==> src/rtl/lpm_pkg.sv <==
// Shared types and helpers for the Lpm result path.
package lpm_pkg;

  localparam int LPM_DATA_WIDTH = 32;

  typedef logic [LPM_DATA_WIDTH-1:0] lpm_result_t;

  // Pointer width for a power-of-2 buffer: index bits plus one wrap bit.
  function automatic int ptr_width(input int depth);
    return $clog2(depth) + 1;
  endfunction

endpackage

==> src/rtl/sync_fifo.sv <==
// Single-clock FIFO with wrap-bit pointers and an occupancy count.
// Entries are presented combinationally from the register array; there is no write-to-read bypass.
module sync_fifo
  import lpm_pkg::*;
#(
  parameter int WIDTH = LPM_DATA_WIDTH,
  parameter int DEPTH = 4,
  localparam int PW = ptr_width(DEPTH)
) (
  input  logic             clk,
  input  logic             rst_n,
  input  logic             i_wr_en,
  input  logic [WIDTH-1:0] i_wr_data,
  input  logic             i_rd_en,
  output logic [WIDTH-1:0] o_rd_data,
  output logic             o_full,
  output logic             o_empty,
  output logic [PW-1:0]    o_count
);

  logic [WIDTH-1:0] r_mem [DEPTH];
  logic [PW-1:0]    r_wr_ptr;
  logic [PW-1:0]    r_rd_ptr;
  logic             w_wr_acc;
  logic             w_rd_acc;

  // Full when the pointers address the same slot but sit on opposite laps.
  assign o_full    = (r_wr_ptr ^ r_rd_ptr) == {1'b1, {(PW-1){1'b0}}};
  assign o_empty   = (r_wr_ptr == r_rd_ptr);
  assign o_count   = r_wr_ptr - r_rd_ptr;
  assign o_rd_data = r_mem[r_rd_ptr[PW-2:0]];

  assign w_wr_acc = i_wr_en && !o_full;
  assign w_rd_acc = i_rd_en && !o_empty;

  always_ff @(posedge clk or negedge rst_n) begin
    if (!rst_n) begin
      r_wr_ptr <= '0;
      r_rd_ptr <= '0;
    end else begin
      if (w_wr_acc) r_wr_ptr <= r_wr_ptr + PW'(1);
      if (w_rd_acc) r_rd_ptr <= r_rd_ptr + PW'(1);
    end
  end

  always_ff @(posedge clk) begin
    if (w_wr_acc) r_mem[r_wr_ptr[PW-2:0]] <= i_wr_data;
  end

endmodule

==> src/rtl/lpm_result_buffer.sv <==
// Buffers Lpm lookup results for the indication port and meters lookup issue
// through a credit that counts outstanding lookups plus buffered results.
module lpm_result_buffer
  import lpm_pkg::*;
#(
  parameter int WIDTH = LPM_DATA_WIDTH,
  parameter int DEPTH = 4
) (
  input  logic             CLK,
  input  logic             nRST,
  input  logic             enq__ENA,
  input  logic [WIDTH-1:0] enq__v,
  output logic             enq__RDY,
  output logic             out__ENA,
  output logic [WIDTH-1:0] out__data,
  input  logic             out__RDY,
  input  logic             issue__ENA,
  output logic             credit_ok,
  output logic             err
);

  localparam int PW = ptr_width(DEPTH);

  logic             w_full;
  logic             w_empty;
  logic [PW-1:0]    w_count;
  logic [WIDTH-1:0] w_rd_data;
  logic             w_enq_acc;
  logic             w_issue_acc;
  logic [PW:0]      w_committed;
  logic [PW-1:0]    r_inflight;
  logic [PW-1:0]    w_inflight_next;
  logic             r_err;
  logic             w_violation;

  sync_fifo #(
    .WIDTH (WIDTH),
    .DEPTH (DEPTH)
  ) u_fifo (
    .clk       (CLK),
    .rst_n     (nRST),
    .i_wr_en   (enq__ENA),
    .i_wr_data (enq__v),
    .i_rd_en   (out__RDY),
    .o_rd_data (w_rd_data),
    .o_full    (w_full),
    .o_empty   (w_empty),
    .o_count   (w_count)
  );

  assign enq__RDY  = !w_full;
  assign out__ENA  = !w_empty && out__RDY;
  assign out__data = w_empty ? '0 : w_rd_data;

  // One extra bit so inflight + occupancy cannot wrap before the compare.
  assign w_committed = {1'b0, r_inflight} + {1'b0, w_count};
  assign credit_ok   = w_committed < (PW+1)'(DEPTH);

  assign w_enq_acc   = enq__ENA && !w_full;
  assign w_issue_acc = issue__ENA && credit_ok;

  assign w_violation = (enq__ENA && w_full)
                    || (issue__ENA && !credit_ok)
                    || (w_enq_acc && (r_inflight == '0));

  // A result arriving with nothing outstanding must not drive the count negative.
  always_comb begin
    w_inflight_next = r_inflight;
    if (w_issue_acc && !w_enq_acc) begin
      w_inflight_next = r_inflight + PW'(1);
    end else if (w_enq_acc && !w_issue_acc && (r_inflight != '0)) begin
      w_inflight_next = r_inflight - PW'(1);
    end
  end

  always_ff @(posedge CLK or negedge nRST) begin
    if (!nRST) begin
      r_inflight <= '0;
      r_err      <= 1'b0;
    end else begin
      r_inflight <= w_inflight_next;
      r_err      <= r_err || w_violation;
    end
  end

  assign err = r_err;

endmodule

==> config.mk <==
export PLATFORM = sky130hd
export DESIGN_NAME = lpm_result_buffer
export DESIGN_NICKNAME = d
export VERILOG_FILES = /design/src/rtl/lpm_pkg.sv /design/src/rtl/sync_fifo.sv /design/src/rtl/lpm_result_buffer.sv
export SDC_FILE = /design/constraint.sdc
export NUM_CORES = 1
export LEC_CHECK = 0
export ABC_AREA = 1
export CORE_ASPECT_RATIO = 0.6
export CORE_MARGIN = 10
export CORE_UTILIZATION = 50
export CTS_CLUSTER_DIAMETER = 40
export CTS_CLUSTER_SIZE = 40
export DETAILED_ROUTE_END_ITERATION = 10
export MAX_ROUTING_LAYER = met4
export PLACE_DENSITY = 0.76
export RECOVER_POWER = 50
export SLEW_MARGIN = 20
export SYNTH_ARGS = -nofsm -noshare
export SYNTH_HDL_FRONTEND = slang
export SYNTH_SLANG_ARGS = --single-unit
export TNS_END_PERCENT = 50
==> constraint.sdc <==
create_clock -name CLK -period 3.2 [get_ports CLK]
set_input_delay 0.48 -clock CLK [delete_from_list [all_inputs] [get_ports CLK]]
set_output_delay 0.48 -clock CLK [all_outputs]
set_load 0.01 [all_outputs]
==> results of run 1 <==
[worst min-delay path by stage]
stage / depth (start not counted) / endpoint / startpoint / slack [ns]
3_5_place_dp: 2 / err$_DFF_PN0_ / err$_DFF_PN0_ / 0.47
6_report: 2 / err$_DFF_PN0_ / err$_DFF_PN0_ / 0.47
2_1_floorplan: 0 / err$_DFF_PN0_ / nRST / 0.18
4_1_cts: 1 / r_inflight[2]$_DFFE_PN0P_ / nRST / 0.41
3_3_place_gp: 2 / err$_DFF_PN0_ / err$_DFF_PN0_ / 0.45
5_1_grt: 1 / r_inflight[2]$_DFFE_PN0P_ / nRST / 0.50
[kinds of logic after synthesis]
| logic type | synth area share (%) |
|---|---|
| fa+ha+maj | 2.667 |
| compound gates | 9.029 |
| flops | 71.53 |
| xor+xnor | 0.7652 |
| buf+inv | 3.869 |
| simple gates | 12.13 |
[final cells by class]
| type | count | area (um2) | share of cell area (%) |
|---|---|---|---|
| Antenna cell | 1 | 2.502 | 0.03464 |
| Clock buffer | 19 | 432.9 | 5.992 |
| Clock inverter | 13 | 165.2 | 2.286 |
| Inverter | 22 | 82.58 | 1.143 |
| Multi-Input combinational cell | 283 | 1425 | 19.73 |
| Sequential cell | 138 | 4095 | 56.69 |
| Tap cell | 144 | 180.2 | 2.494 |
| Timing Repair Buffer | 84 | 840.8 | 11.64 |
[synth_stat cells, types with 3 or more instances]
cell,number,area [um2]
sky130_fd_sc_hd__o21ai_0,46,230.2
sky130_fd_sc_hd__xor2_1,4,35.03
sky130_fd_sc_hd__o21ai_1,21,105.1
sky130_fd_sc_hd__a21oi_1,33,165.2
sky130_fd_sc_hd__nor2_4,3,33.78
sky130_fd_sc_hd__buf_6,5,56.30
sky130_fd_sc_hd__inv_1,18,67.56
sky130_fd_sc_hd__nand2_1,15,56.30
sky130_fd_sc_hd__buf_2,9,45.04
sky130_fd_sc_hd__ha_1,9,112.6
sky130_fd_sc_hd__nand3_1,7,35.03
sky130_fd_sc_hd__nand2_4,4,45.04
sky130_fd_sc_hd__dfrtp_1,10,250.2
sky130_fd_sc_hd__clkbuf_1,8,30.03
sky130_fd_sc_hd__inv_2,4,15.01
sky130_fd_sc_hd__nor2_1,132,495.5
sky130_fd_sc_hd__edfxtp_1,128,3844
[sequential cells by signal, summed over array words and instances, names as in the netlist]
signal	cells
u_fifo.r_wr_ptr	3
u_fifo.r_rd_ptr	3
err	1
r_inflight	3
u_fifo.r_mem	128
[layer usage]
layer  track usage [%]  share of wire [%]  wire, um
met3             5.000                7.9      1024
met1             22.01                 45      5882
met4             4.394               0.93       121
met5                 -                  0         0
met2             24.94                 46      5995
[cell usage in the layout, fill, tap and decap left out, drive strengths merged]
cell / count
o21ai: 67
nor2: 136
buf: 12
nand3: 8
clkinvlp: 3
ha: 9
dfrtp: 10
a21oi: 34
clkinv: 3
xor2: 4
dlygate4sd2: 9
fa: 2
bufinv: 3
nand4: 2
dlygate4sd3: 34
diode: 1
xnor2: 1
nand2: 20
edfxtp: 128
clkbuf: 19
inv: 26
clkdlybuf4s50: 29
[what timing repair did]
item                                    4_1_cts  5_1_grt
setup buffers                                 0        0
hold endpoints to repair                      0        0
gates resized for setup                      12        2
cloned                                        0        1
pin swaps                                     2        1
endpoints found under the setup margin       33       25
[critical path, stage by stage, from the launching register on]
cell and delay, ns:
sky130_fd_sc_hd__dfrtp_1 0.40, sky130_fd_sc_hd__inv_2 0.09, sky130_fd_sc_hd__ha_1 0.30, sky130_fd_sc_hd__nand2_1 0.18, sky130_fd_sc_hd__nor2_4 0.55, sky130_fd_sc_hd__a21oi_1 0.11, sky130_fd_sc_hd__clkdlybuf4s50_1 0.52
[through the flow]
step                      setup slack (ns)  total power, mW  setup TNS (ns)
after detailed placement            0.2002            6.275               0
after global routing               0.02987            8.691               0
after global placement              0.4053            6.178               0
final                               0.1523            8.173               0
after floorplan                   -0.01770            4.671          -1.699
after CTS                         0.006480            8.197               0
[power by group]
group | internal [mW] | total [mW] | switching [mW]
Sequential | 2.44 | 2.58 | 0.138
Clock | 1.23 | 1.97 | 0.741
Combinational | 1.46 | 3.62 | 2.16
==> Implementation_results.wiki, run 1 <==
{| class="wikitable"
! Metric !! Value
|-
| Crit Reg-Reg Endpoint || u_fifo.r_mem[0][10]$_DFFE_PP_
|-
| Mean cell area of the mapped netlist || 12.31 um2
|-
| Worst VDD drop || 0.5935 mV
|-
| CP Launch Point || u_fifo.r_wr_ptr[0]$_DFFE_PN0P_
|-
| End point of the critical path || out__data[21]
|-
| Core box area || 11260 um2
|-
| Chip width || 158.1 um
|-
| Routed Antenna Nets || 0
|-
| Hold-fix buffers at CTS || 0
|-
| Cells after DPL || 670
|-
| TritonCTS buffer count || 17
|-
| Growth of design area from synthesis to finish || 26.24%
|-
| Largest net degree at the start of global routing || 44
|-
| CP Data Required Time || 2.72 ns
|-
| Root Buffer || sky130_fd_sc_hd__clkbuf_16
|-
| Transition time at the pin with the least slew margin || 1.095 ns
|-
| Hold WS || 0.4715 ns
|-
| Netlist area before placement || 5723 um2
|-
| Tot GR Track Use || 16.72%
|-
| Chip height || 102.9 um
|-
| Post-route insts no fill || 704
|-
| Worst setup slack for register-to-register paths || 0.19 ns
|-
| Fraction of final layout cells sized beyond drive strength 1 || 10.73%
|-
| Initial cell density of the core || 50.82%
|-
| Finish-stage setup viols || 0
|-
| Row count || 30
|-
| First-pass GRT wire length || 19.90 mm
|-
| Total number of vias || 3731
|-
| Maximum buffer depth of the clock tree || 2
|-
| Number of buffers inserted by port buffering || 72
|-
| Number of cells traversed by the worst register-to-register path || 8
|-
| DP HPWL || 7.899 mm
|-
| Warnings from Yosys || 0
|-
| Total leakage power || 2.616 nW
|-
| Maximum fanout along the worst path || 17
|-
| Placement-stage cell area || 6636 um2
|-
| Part of the cycle the worst path needs || 95.24%
|-
| Initial antenna violation count || 1
|-
| Result of the run || finished clean
|-
| Power density over the cells || 1131 nW/um2
|-
| Critical Path Sink Type || primary output
|-
| Vias per cell || 5.300
|-
| Final #Nets || 594
|-
| Summed area of non-filler cells in the final layout || 7224 um2
|-
| Number of cells produced by synthesis || 465
|-
| Clock Skew || 0.01026 ns
|-
| Portion of the post-synthesis area used by sequential elements || 71.53%
|-
| Via count of the first global-routing pass || 3730
|-
| Crit Path Category || flop to primary output
|-
| Max-slew violation count || 0
|-
| Primary flip-flop cell chosen by synthesis mapping || sky130_fd_sc_hd__edfxtp_1
|-
| TritonCTS sink count || 138
|-
| DRT Pass-1 Iters || 5
|-
| Number of distinct library cells after synthesis || 24
|-
| Average wire length per cell after detail routing || 18.50 um
|-
| Share of synthesized flip-flops with an asynchronous set or reset || 7.246%
|-
| Core Util, Final || 64.16%
|-
| Post-route minimum period || 3.048 ns
|-
| Critical R2R Launch || u_fifo.r_wr_ptr[0]$_DFFE_PN0P_
|-
| Setup repair after global routing missed its margin || false
|-
| Slew margin rel. || 26.71%
|-
| Clock transition time at the flip-flop clock pins of the worst setup and hold paths || 0.05 ns
|-
| Count of flip-flops with a built-in enable after synthesis || 128
|-
| Crit path launch type || flop
|-
| Max-Cap Viols || 0
|-
| FILL cells || 833
|-
| Post-synthesis net count || 513
|-
| Weighted congestion reported at the end of routability-driven placement || 0.8848
|-
| Area of the die || 16270 um2
|-
| Count of state elements after synthesis || 138
|-
| Worst skew pair latency || 0.42 ns
|-
| Iteration-0 DRC count of the detailed router || 321
|-
| # H-tree levels || 4
|-
| Ports || 73
|-
| Fmax || 328.1 MHz
|-
| Data arrival time of the worst path || 2.57 ns
|-
| Detailed-route DRC error count || 0
|-
| Class of the tightest hold or removal check || flop to flop
|-
| Total grt overflow || 0
|-
| CTS tree || built
|-
| Number of endpoints with negative hold slack in the final report || 0
|-
| Post-Route WL || 13.02 mm
|}
Power figures use the tool's default switching activity.
==> inputs of run 2 (changes only) <==
--- a/config.mk
+++ b/config.mk
@@ -8,12 +8,13 @@
 export ABC_AREA = 1
 export CORE_ASPECT_RATIO = 0.6
 export CORE_MARGIN = 10
-export CORE_UTILIZATION = 50
+export CORE_UTILIZATION = 55
+export CTS_BUF_LIST = sky130_fd_sc_hd__clkbuf_4 sky130_fd_sc_hd__clkbuf_8
 export CTS_CLUSTER_DIAMETER = 40
 export CTS_CLUSTER_SIZE = 40
 export DETAILED_ROUTE_END_ITERATION = 10
 export MAX_ROUTING_LAYER = met4
-export PLACE_DENSITY = 0.76
+export PLACE_DENSITY = 0.89
 export RECOVER_POWER = 50
 export SLEW_MARGIN = 20
 export SYNTH_ARGS = -nofsm -noshare
==> constraint.sdc (replaced) <==
create_clock -name CLK -period 3.7 [get_ports CLK]
set_input_delay 0.555 -clock CLK [delete_from_list [all_inputs] [get_ports CLK]]
set_output_delay 0.555 -clock CLK [all_outputs]
set_load 0.01 [all_outputs]
==> Implementation_results.wiki, run 2 (same netlist as run 1, synthesis figures left out) <==
{| class="wikitable"
! Metric !! Value
|-
| Ordered cell list for the critical path || inv_1 -> ha_1 -> inv_1 -> fa_1 -> xnor2_1 -> ha_1 -> nor2_1 -> nand3_1 -> inv_1 -> clkdlybuf4s50_1 (was inv_2 -> ha_1 -> nand2_1 -> nor2_4 -> a21oi_1 -> clkdlybuf4s50_1)
|-
| Largest register FFs || 128 (unchanged)
|-
| Core box area || 10020 um2 (was 11260 um2)
|-
| DP HPWL || 7.962 mm (was 7.899 mm)
|-
| Total design power || 6.351 mW (was 8.173 mW)
|-
| Most frequent standard cell in the layout excluding fill and tap cells || sky130_fd_sc_hd__nor2_1 (unchanged)
|-
| Growth of design area from synthesis to finish || 20.51% (was 26.24%)
|-
| FILL cells || 707 (was 833)
|-
| Average wire length per cell after detail routing || 18.12 um (was 18.50 um)
|-
| Routed Antenna Nets || 0 (unchanged)
|-
| Ports || 73 (unchanged)
|-
| Most common cell type on the critical path || sky130_fd_sc_hd__inv_1
|-
| Result of the run || finished clean (unchanged)
|-
| Critical R2R Launch || u_fifo.r_rd_ptr[1]$_DFFE_PN0P_ (was u_fifo.r_wr_ptr[0]$_DFFE_PN0P_)
|-
| Post-Route WL || 12.54 mm (was 13.02 mm)
|-
| Placement-stage cell area || 6593 um2 (was 6636 um2)
|-
| Chip width || 151.7 um (was 158.1 um)
|-
| CTS tree || built (unchanged)
|-
| Finish-stage setup viols || 0 (unchanged)
|-
| Fin Setup TNS || 0 ns (unchanged)
|-
| Crit path launch type || flop (unchanged)
|-
| Transition time at the pin with the least slew margin || 1.131 ns (was 1.095 ns)
|-
| Number of buffers inserted by port buffering || 72 (unchanged)
|-
| Total grt overflow || 0 (unchanged)
|-
| Initial antenna violation count || 0 (was 1)
|-
| Power density over the cells || 920.9 nW/um2 (was 1131 nW/um2)
|-
| Largest net degree at the start of global routing || 51 (was 44)
|-
| Clock Skew || 0.01150 ns (was 0.01026 ns)
|-
| Class of the tightest hold or removal check || flop to flop (unchanged)
|-
| First-pass GRT wire length || 20.18 mm (was 19.90 mm)
|-
| Vias per cell || 5.412 (was 5.300)
|-
| Root Buffer || sky130_fd_sc_hd__clkbuf_8 (was sky130_fd_sc_hd__clkbuf_16)
|-
| Post-route insts no fill || 692 (was 704)
|-
| Total leakage power || 2.458 nW (was 2.616 nW)
|-
| Postcts setup bufs || 0 (unchanged)
|-
| Endpoint of the worst hold-timing path || err$_DFF_PN0_ (unchanged)
|-
| Clock transition time at the flip-flop clock pins of the worst setup and hold paths || 0.07 ns (was 0.05 ns)
|-
| Max-slew violation count || 0 (unchanged)
|-
| Hold-fix buffers at CTS || 0 (unchanged)
|-
| Slew margin rel. || 24.31% (was 26.71%)
|-
| Slowest cell on the critical path || sky130_fd_sc_hd__clkdlybuf4s50_1 (was sky130_fd_sc_hd__nor2_4)
|-
| Leading cell types in the layout, fill and taps excluded || 130 x sky130_fd_sc_hd__nor2_1, 128 x sky130_fd_sc_hd__edfxtp_1, 46 x sky130_fd_sc_hd__o21ai_0 (unchanged)
|-
| PostCTS Resize Cnt || 0 (was 12)
|-
| Critical Path Sink Type || primary output (unchanged)
|-
| # H-tree levels || 4 (unchanged)
|-
| Crit Reg-Reg Endpoint || u_fifo.r_mem[1][29]$_DFFE_PP_ (was u_fifo.r_mem[0][10]$_DFFE_PP_)
|-
| Fraction of final layout cells sized beyond drive strength 1 || 9.695% (was 10.73%)
|-
| Worst setup slack for register-to-register paths || 0.37 ns (was 0.19 ns)
|-
| Total number of vias || 3745 (was 3731)
|-
| Hold Crit Start || err$_DFF_PN0_ (unchanged)
|-
| CP Data Required Time || 3.14 ns (was 2.72 ns)
|-
| Crit Path Category || flop to primary output (unchanged)
|-
| DRT Pass-1 Iters || 5 (unchanged)
|-
| Iteration-0 DRC count of the detailed router || 336 (was 321)
|-
| Worst skew pair latency || 0.43 ns (was 0.42 ns)
|-
| Area of the die || 15020 um2 (was 16270 um2)
|-
| Initial cell density of the core || 57.12% (was 50.82%)
|-
| Part of the cycle the worst path needs || 94.83%
|-
| Final #Nets || 592 (was 594)
|-
| Maximum fanout along the worst path || 4 (was 17)
|-
| Fmax || 285.0 MHz
|-
| TritonCTS sink count || 138 (unchanged)
|-
| Max-Cap Viols || 0 (unchanged)
|-
| Core Util, Final || 68.83% (was 64.16%)
|-
| Post-route minimum period || 3.509 ns
|-
| Summed area of non-filler cells in the final layout || 6897 um2 (was 7224 um2)
|-
| Critical path's largest stage delay || 0.54 ns (was 0.55 ns)
|-
| Hold-critical path depth || 2 (unchanged)
|-
| Tot GR Track Use || 17.87% (was 16.72%)
|-
| TritonCTS buffer count || 17 (unchanged)
|-
| Worst VDD drop || 0.4536 mV (was 0.5935 mV)
|-
| Setup repair after global routing missed its margin || false (unchanged)
|-
| Chip height || 99.02 um (was 102.9 um)
|-
| Row count || 28 (was 30)
|-
| Antenna diodes || 0 (was 1)
|-
| Via count of the first global-routing pass || 3896 (was 3730)
|-
| Number of cells traversed by the worst register-to-register path || 8 (unchanged)
|-
| Maximum buffer depth of the clock tree || 2 (unchanged)
|-
| Weighted congestion reported at the end of routability-driven placement || 0.8198 (was 0.8848)
|-
| Cells after DPL || 660 (was 670)
|-
| Number of endpoints with negative hold slack in the final report || 0 (unchanged)
|-
| Data arrival time of the worst path || 2.95 ns (was 2.57 ns)
|-
| Detailed-route DRC error count || 0 (unchanged)
|}
-- run 2: changes by cell type in the layout (fill, tap and decap cells not counted), moves of 2 or more --
cell / before / now
sky130_fd_sc_hd__clkbuf_16: 17 / 0
sky130_fd_sc_hd__clkbuf_8: 0 / 17
sky130_fd_sc_hd__clkdlybuf4s50_1: 29 / 38
sky130_fd_sc_hd__dlygate4sd2_1: 9 / 0
sky130_fd_sc_hd__bufinv_16: 3 / 0
sky130_fd_sc_hd__clkinv_1: 1 / 4
sky130_fd_sc_hd__clkinv_2: 1 / 4
sky130_fd_sc_hd__inv_6: 4 / 1
sky130_fd_sc_hd__buf_12: 3 / 1
sky130_fd_sc_hd__buf_4: 8 / 10
sky130_fd_sc_hd__clkbuf_1: 2 / 0
sky130_fd_sc_hd__inv_1: 17 / 19
sky130_fd_sc_hd__inv_2: 5 / 3
sky130_fd_sc_hd__nor2_4: 6 / 4
-- run 2: critical path, delay by kind of cell (launching register included) --
| family | cells | cell delay, ns |
|---|---|---|
| simple gates | 2 | 0.25 |
| flops | 1 | 0.41 |
| fa+ha+maj | 3 | 0.83 |
| xor+xnor | 1 | 0.21 |
| buf+inv | 4 | 0.83 |
-- run 2: area by class of cell --
cell class	count	area [um2]	area share (%)
Clock inverter	14	82.58	1.197
Inverter	22	82.58	1.197
Sequential cell	138	4095	59.38
Tap cell	135	168.9	2.449
Timing Repair Buffer	83	815.8	11.83
Multi-Input combinational cell	282	1410	20.45
Clock buffer	18	241.5	3.501
-- run 2: worst max path at each step --
stage                                         from                      endpoint  slack, ns  cells after the start
detailed placement  u_fifo.r_wr_ptr[0]$_DFFE_PN0P_     r_inflight[2]$_DFFE_PN0P_       0.68                     15
global route        u_fifo.r_wr_ptr[0]$_DFFE_PN0P_                     credit_ok       0.01                     10
global placement    u_fifo.r_wr_ptr[0]$_DFFE_PN0P_                     credit_ok       0.78                     10
CTS                 u_fifo.r_wr_ptr[0]$_DFFE_PN0P_                     credit_ok       0.18                     10
floorplan           u_fifo.r_rd_ptr[1]$_DFFE_PN0P_  u_fifo.r_mem[0][0]$_DFFE_PP_       0.48                      9
finish              u_fifo.r_wr_ptr[0]$_DFFE_PN0P_                     credit_ok       0.19                     10
-- run 2: layer usage --
metal  wire (um)  part of all wire (%)  vias to the layer above  GRT usage, %
met2        5923                    47                      158         26.60
li1            -                     -                     1780             -
met1        5489                    44                     1794         23.10
met4         122                  0.97                        0         5.985
met5           0                     0                        -             -
met3        1002                   8.0                       13         5.114
-- run 2: metrics by stage --
step	hold WS [ns]	setup WS, ns
3_3_place_gp	0.4546	0.7793
2_1_floorplan	0.2594	0.4823
6_report	0.4798	0.1913
4_1_cts	0.4390	0.1827
5_1_grt	0.5121	0.01356
3_5_place_dp	0.4693	0.6804
-- run 2: power breakdown --
| part | leakage (nW) | switching, mW | internal, mW |
|---|---|---|---|
| clock | 0.158 | 0.567 | 0.457 |
| combinational | 1.01 | 1.81 | 1.29 |
| sequential | 1.29 | 0.117 | 2.11 |
==> inputs of run 3 (changes only) <==
--- a/config.mk
+++ b/config.mk
@@ -14,7 +14,7 @@
 export CTS_CLUSTER_SIZE = 40
 export DETAILED_ROUTE_END_ITERATION = 10
 export MAX_ROUTING_LAYER = met4
-export PLACE_DENSITY = 0.89
+export PLACE_DENSITY = 0.79
 export RECOVER_POWER = 50
 export SLEW_MARGIN = 20
 export SYNTH_ARGS = -nofsm -noshare
==> Implementation_results.wiki, run 3 (same netlist as run 1, synthesis figures left out) <==
{| class="wikitable"
! Metric !! Value
|-
| Max-slew violation count || 14 (was 0)
|-
| Transition time at the pin with the least slew margin || 1.510 ns (was 1.131 ns)
|-
| Post-Route WL || 12.64 mm (was 12.54 mm)
|-
| Critical path's largest stage delay || 0.54 ns (about the same)
|-
| Setup repair after global routing missed its margin || false (unchanged)
|-
| Total design power || 6.709 mW (was 6.351 mW)
|-
| Initial cell density of the core || 57.12% (unchanged)
|-
| Maximum fanout along the worst path || 4 (unchanged)
|-
| Row count || 28 (unchanged)
|-
| Via count of the first global-routing pass || 3850 (was 3896)
|-
| Critical Path Sink Type || primary output (unchanged)
|-
| Fraction of final layout cells sized beyond drive strength 1 || 9.712% (was 9.695%)
|-
| Failing checks || max-capacitance violations, max-slew violations
|-
| Power density over the cells || 953.5 nW/um2 (was 920.9 nW/um2)
|-
| Bufs and invs on worst path || 4 (unchanged)
|-
| FILL cells || 717 (was 707)
|-
| Worst VDD drop || 0.4553 mV (was 0.4536 mV)
|-
| Number of endpoints with negative hold slack in the final report || 0 (unchanged)
|-
| Hold WS || 0.4850 ns (was 0.4798 ns)
|-
| Ordered cell list for the critical path || inv_1 -> ha_1 -> inv_1 -> fa_1 -> xnor2_1 -> ha_1 -> nor2_1 -> nand3_1 -> inv_1 -> clkdlybuf4s50_1 (unchanged)
|-
| Chip width || 151.7 um (unchanged)
|-
| DRT Pass-1 Iters || 5 (unchanged)
|-
| Most frequent standard cell in the layout excluding fill and tap cells || sky130_fd_sc_hd__nor2_1 (unchanged)
|-
| Routed Antenna Nets || 0 (unchanged)
|-
| Setup Slack @ Placement || 0.6886 ns (was 0.6804 ns)
|-
| PostCTS Resize Cnt || 0 (unchanged)
|-
| Postcts setup bufs || 0 (unchanged)
|-
| Worst skew pair latency || 0.43 ns (about the same)
|-
| Finish-stage setup viols || 0 (unchanged)
|-
| Total leakage power || 2.527 nW (was 2.458 nW)
|-
| Post-route minimum period || 3.437 ns (was 3.509 ns)
|-
| Class of the tightest hold or removal check || flop to flop (unchanged)
|-
| Min setup slack post-route || 0.2629 ns (was 0.1913 ns)
|-
| Cells after DPL || 659 (was 660)
|-
| Number of buffers inserted by port buffering || 72 (unchanged)
|-
| Detailed-route DRC error count || 0 (unchanged)
|-
| CP Data Required Time || 3.14 ns (about the same)
|-
| Hold-fix buffers at CTS || 0 (unchanged)
|-
| Clock Skew || 0.01496 ns (was 0.01150 ns)
|-
| Leading cell types in the layout, fill and taps excluded || 131 x sky130_fd_sc_hd__nor2_1, 128 x sky130_fd_sc_hd__edfxtp_1, 46 x sky130_fd_sc_hd__o21ai_0 (was 130 x sky130_fd_sc_hd__nor2_1, 128 x sky130_fd_sc_hd__edfxtp_1, 46 x sky130_fd_sc_hd__o21ai_0)
|-
| Total grt overflow || 0 (unchanged)
|-
| First-pass GRT wire length || 20.15 mm (was 20.18 mm)
|-
| Chip height || 99.02 um (unchanged)
|-
| Final #Nets || 591 (was 592)
|-
| Slew margin rel. || -1.008% (was 24.31%)
|-
| Summed area of non-filler cells in the final layout || 7037 um2 (was 6897 um2)
|-
| CTS tree || built (unchanged)
|-
| Iteration-0 DRC count of the detailed router || 193 (was 336)
|-
| Vias per cell || 5.369 (was 5.412)
|-
| Tot GR Track Use || 17.82% (was 17.87%)
|-
| Fin Setup TNS || 0 ns (unchanged)
|-
| Most common cell type on the critical path || sky130_fd_sc_hd__inv_1 (unchanged)
|-
| Register area || 4095 um2 (unchanged)
|-
| Core Util, Final || 70.23% (was 68.83%)
|-
| Result of the run || finished, violations left (was finished clean)
|-
| Part of the cycle the worst path needs || 92.89% (was 94.83%)
|-
| Placement-stage cell area || 6610 um2 (was 6593 um2)
|-
| Growth of design area from synthesis to finish || 22.96% (was 20.51%)
|-
| Maximum buffer depth of the clock tree || 2 (unchanged)
|-
| Root Buffer || sky130_fd_sc_hd__clkbuf_8 (unchanged)
|-
| Core box area || 10020 um2 (unchanged)
|-
| Ports || 73 (unchanged)
|-
| Post-route insts no fill || 691 (was 692)
|-
| Area of the die || 15020 um2 (unchanged)
|-
| Largest net degree at the start of global routing || 37 (was 51)
|-
| Total number of vias || 3710 (was 3745)
|-
| TritonCTS sink count || 138 (unchanged)
|-
| TritonCTS buffer count || 17 (unchanged)
|-
| Largest register FFs || 128 (unchanged)
|-
| Average wire length per cell after detail routing || 18.29 um (was 18.12 um)
|-
| Fmax || 290.9 MHz (was 285.0 MHz)
|-
| Initial antenna violation count || 0 (unchanged)
|-
| Weighted congestion reported at the end of routability-driven placement || 0.7691 (was 0.8198)
|-
| DP HPWL || 7.829 mm (was 7.962 mm)
|-
| Crit path launch type || flop (unchanged)
|-
| Multi-input gate area in the final layout || 1396 um2 (was 1410 um2)
|-
| # H-tree levels || 4 (unchanged)
|-
| Clock transition time at the flip-flop clock pins of the worst setup and hold paths || 0.08 ns (was 0.07 ns)
|-
| Antenna diodes || 0 (unchanged)
|-
| Crit Path Category || flop to primary output (unchanged)
|-
| Data arrival time of the worst path || 2.88 ns (was 2.95 ns)
|-
| Family of cells with the greatest summed delay on the critical path || buffers and inverters (unchanged)
|-
| Max-Cap Viols || 1 (was 0)
|-
| Slowest cell on the critical path || sky130_fd_sc_hd__clkdlybuf4s50_1 (unchanged)
|}
## run 3: cell types whose count changed in the layout (fill, tap and decap cells not counted), sizes merged
cell	delta
inv	+1
bufinv	+5
clkinvlp	-2
clkinv	-4
buf	-1
## run 3: worst register-to-register path, delay by kind of cell, from the launching register on
kind / cells / cell delay, ns
flip-flops: 1 / 0.37
buffers and inverters: 3 / 0.71
adder cells (fa/ha/maj): 1 / 0.31
AND/OR/NAND/NOR: 4 / 1.68
## run 3: cell type report
type | instances | area share (%)
Clock buffer | 18 | 3.432
Multi-Input combinational cell | 282 | 19.84
Sequential cell | 138 | 58.20
Timing Repair Buffer | 82 | 11.84
Inverter | 22 | 1.174
Tap cell | 135 | 2.400
Clock inverter | 14 | 3.112
## run 3: power by group
part           internal (mW)  leakage (nW)  switching [mW]  total, mW
Sequential              2.11          1.29           0.115       2.22
Clock                  0.814         0.227           0.585       1.40
Combinational           1.30          1.01            1.79       3.09
Total                   4.22          2.53            2.49       6.71
## run 3: per-layer routing
metal	track usage, %	up-vias	wire length, um	part of all wire, %
li1	-	1772	-	-
met1	22.46	1801	5701	45
met2	26.77	131	5943	47
met3	5.662	6	923	7.3
met4	5.912	0	68	0.54
met5	-	-	0	0
## run 3: final timing paths
check	from	to	slack (ns)	depth (start not counted)
min reg2reg	err$_DFF_PN0_	err$_DFF_PN0_	0.48	2
min in group asynchronous	nRST	err$_DFF_PN0_	0.51	1
max reg2reg	u_fifo.r_rd_ptr[1]$_DFFE_PN0P_	u_fifo.r_mem[3][25]$_DFFE_PP_	0.33	8
max	u_fifo.r_wr_ptr[0]$_DFFE_PN0P_	credit_ok	0.26	10
max in group asynchronous	nRST	u_fifo.r_rd_ptr[0]$_DFFE_PN0P_	2.82	1
min	err$_DFF_PN0_	err$_DFF_PN0_	0.48	2
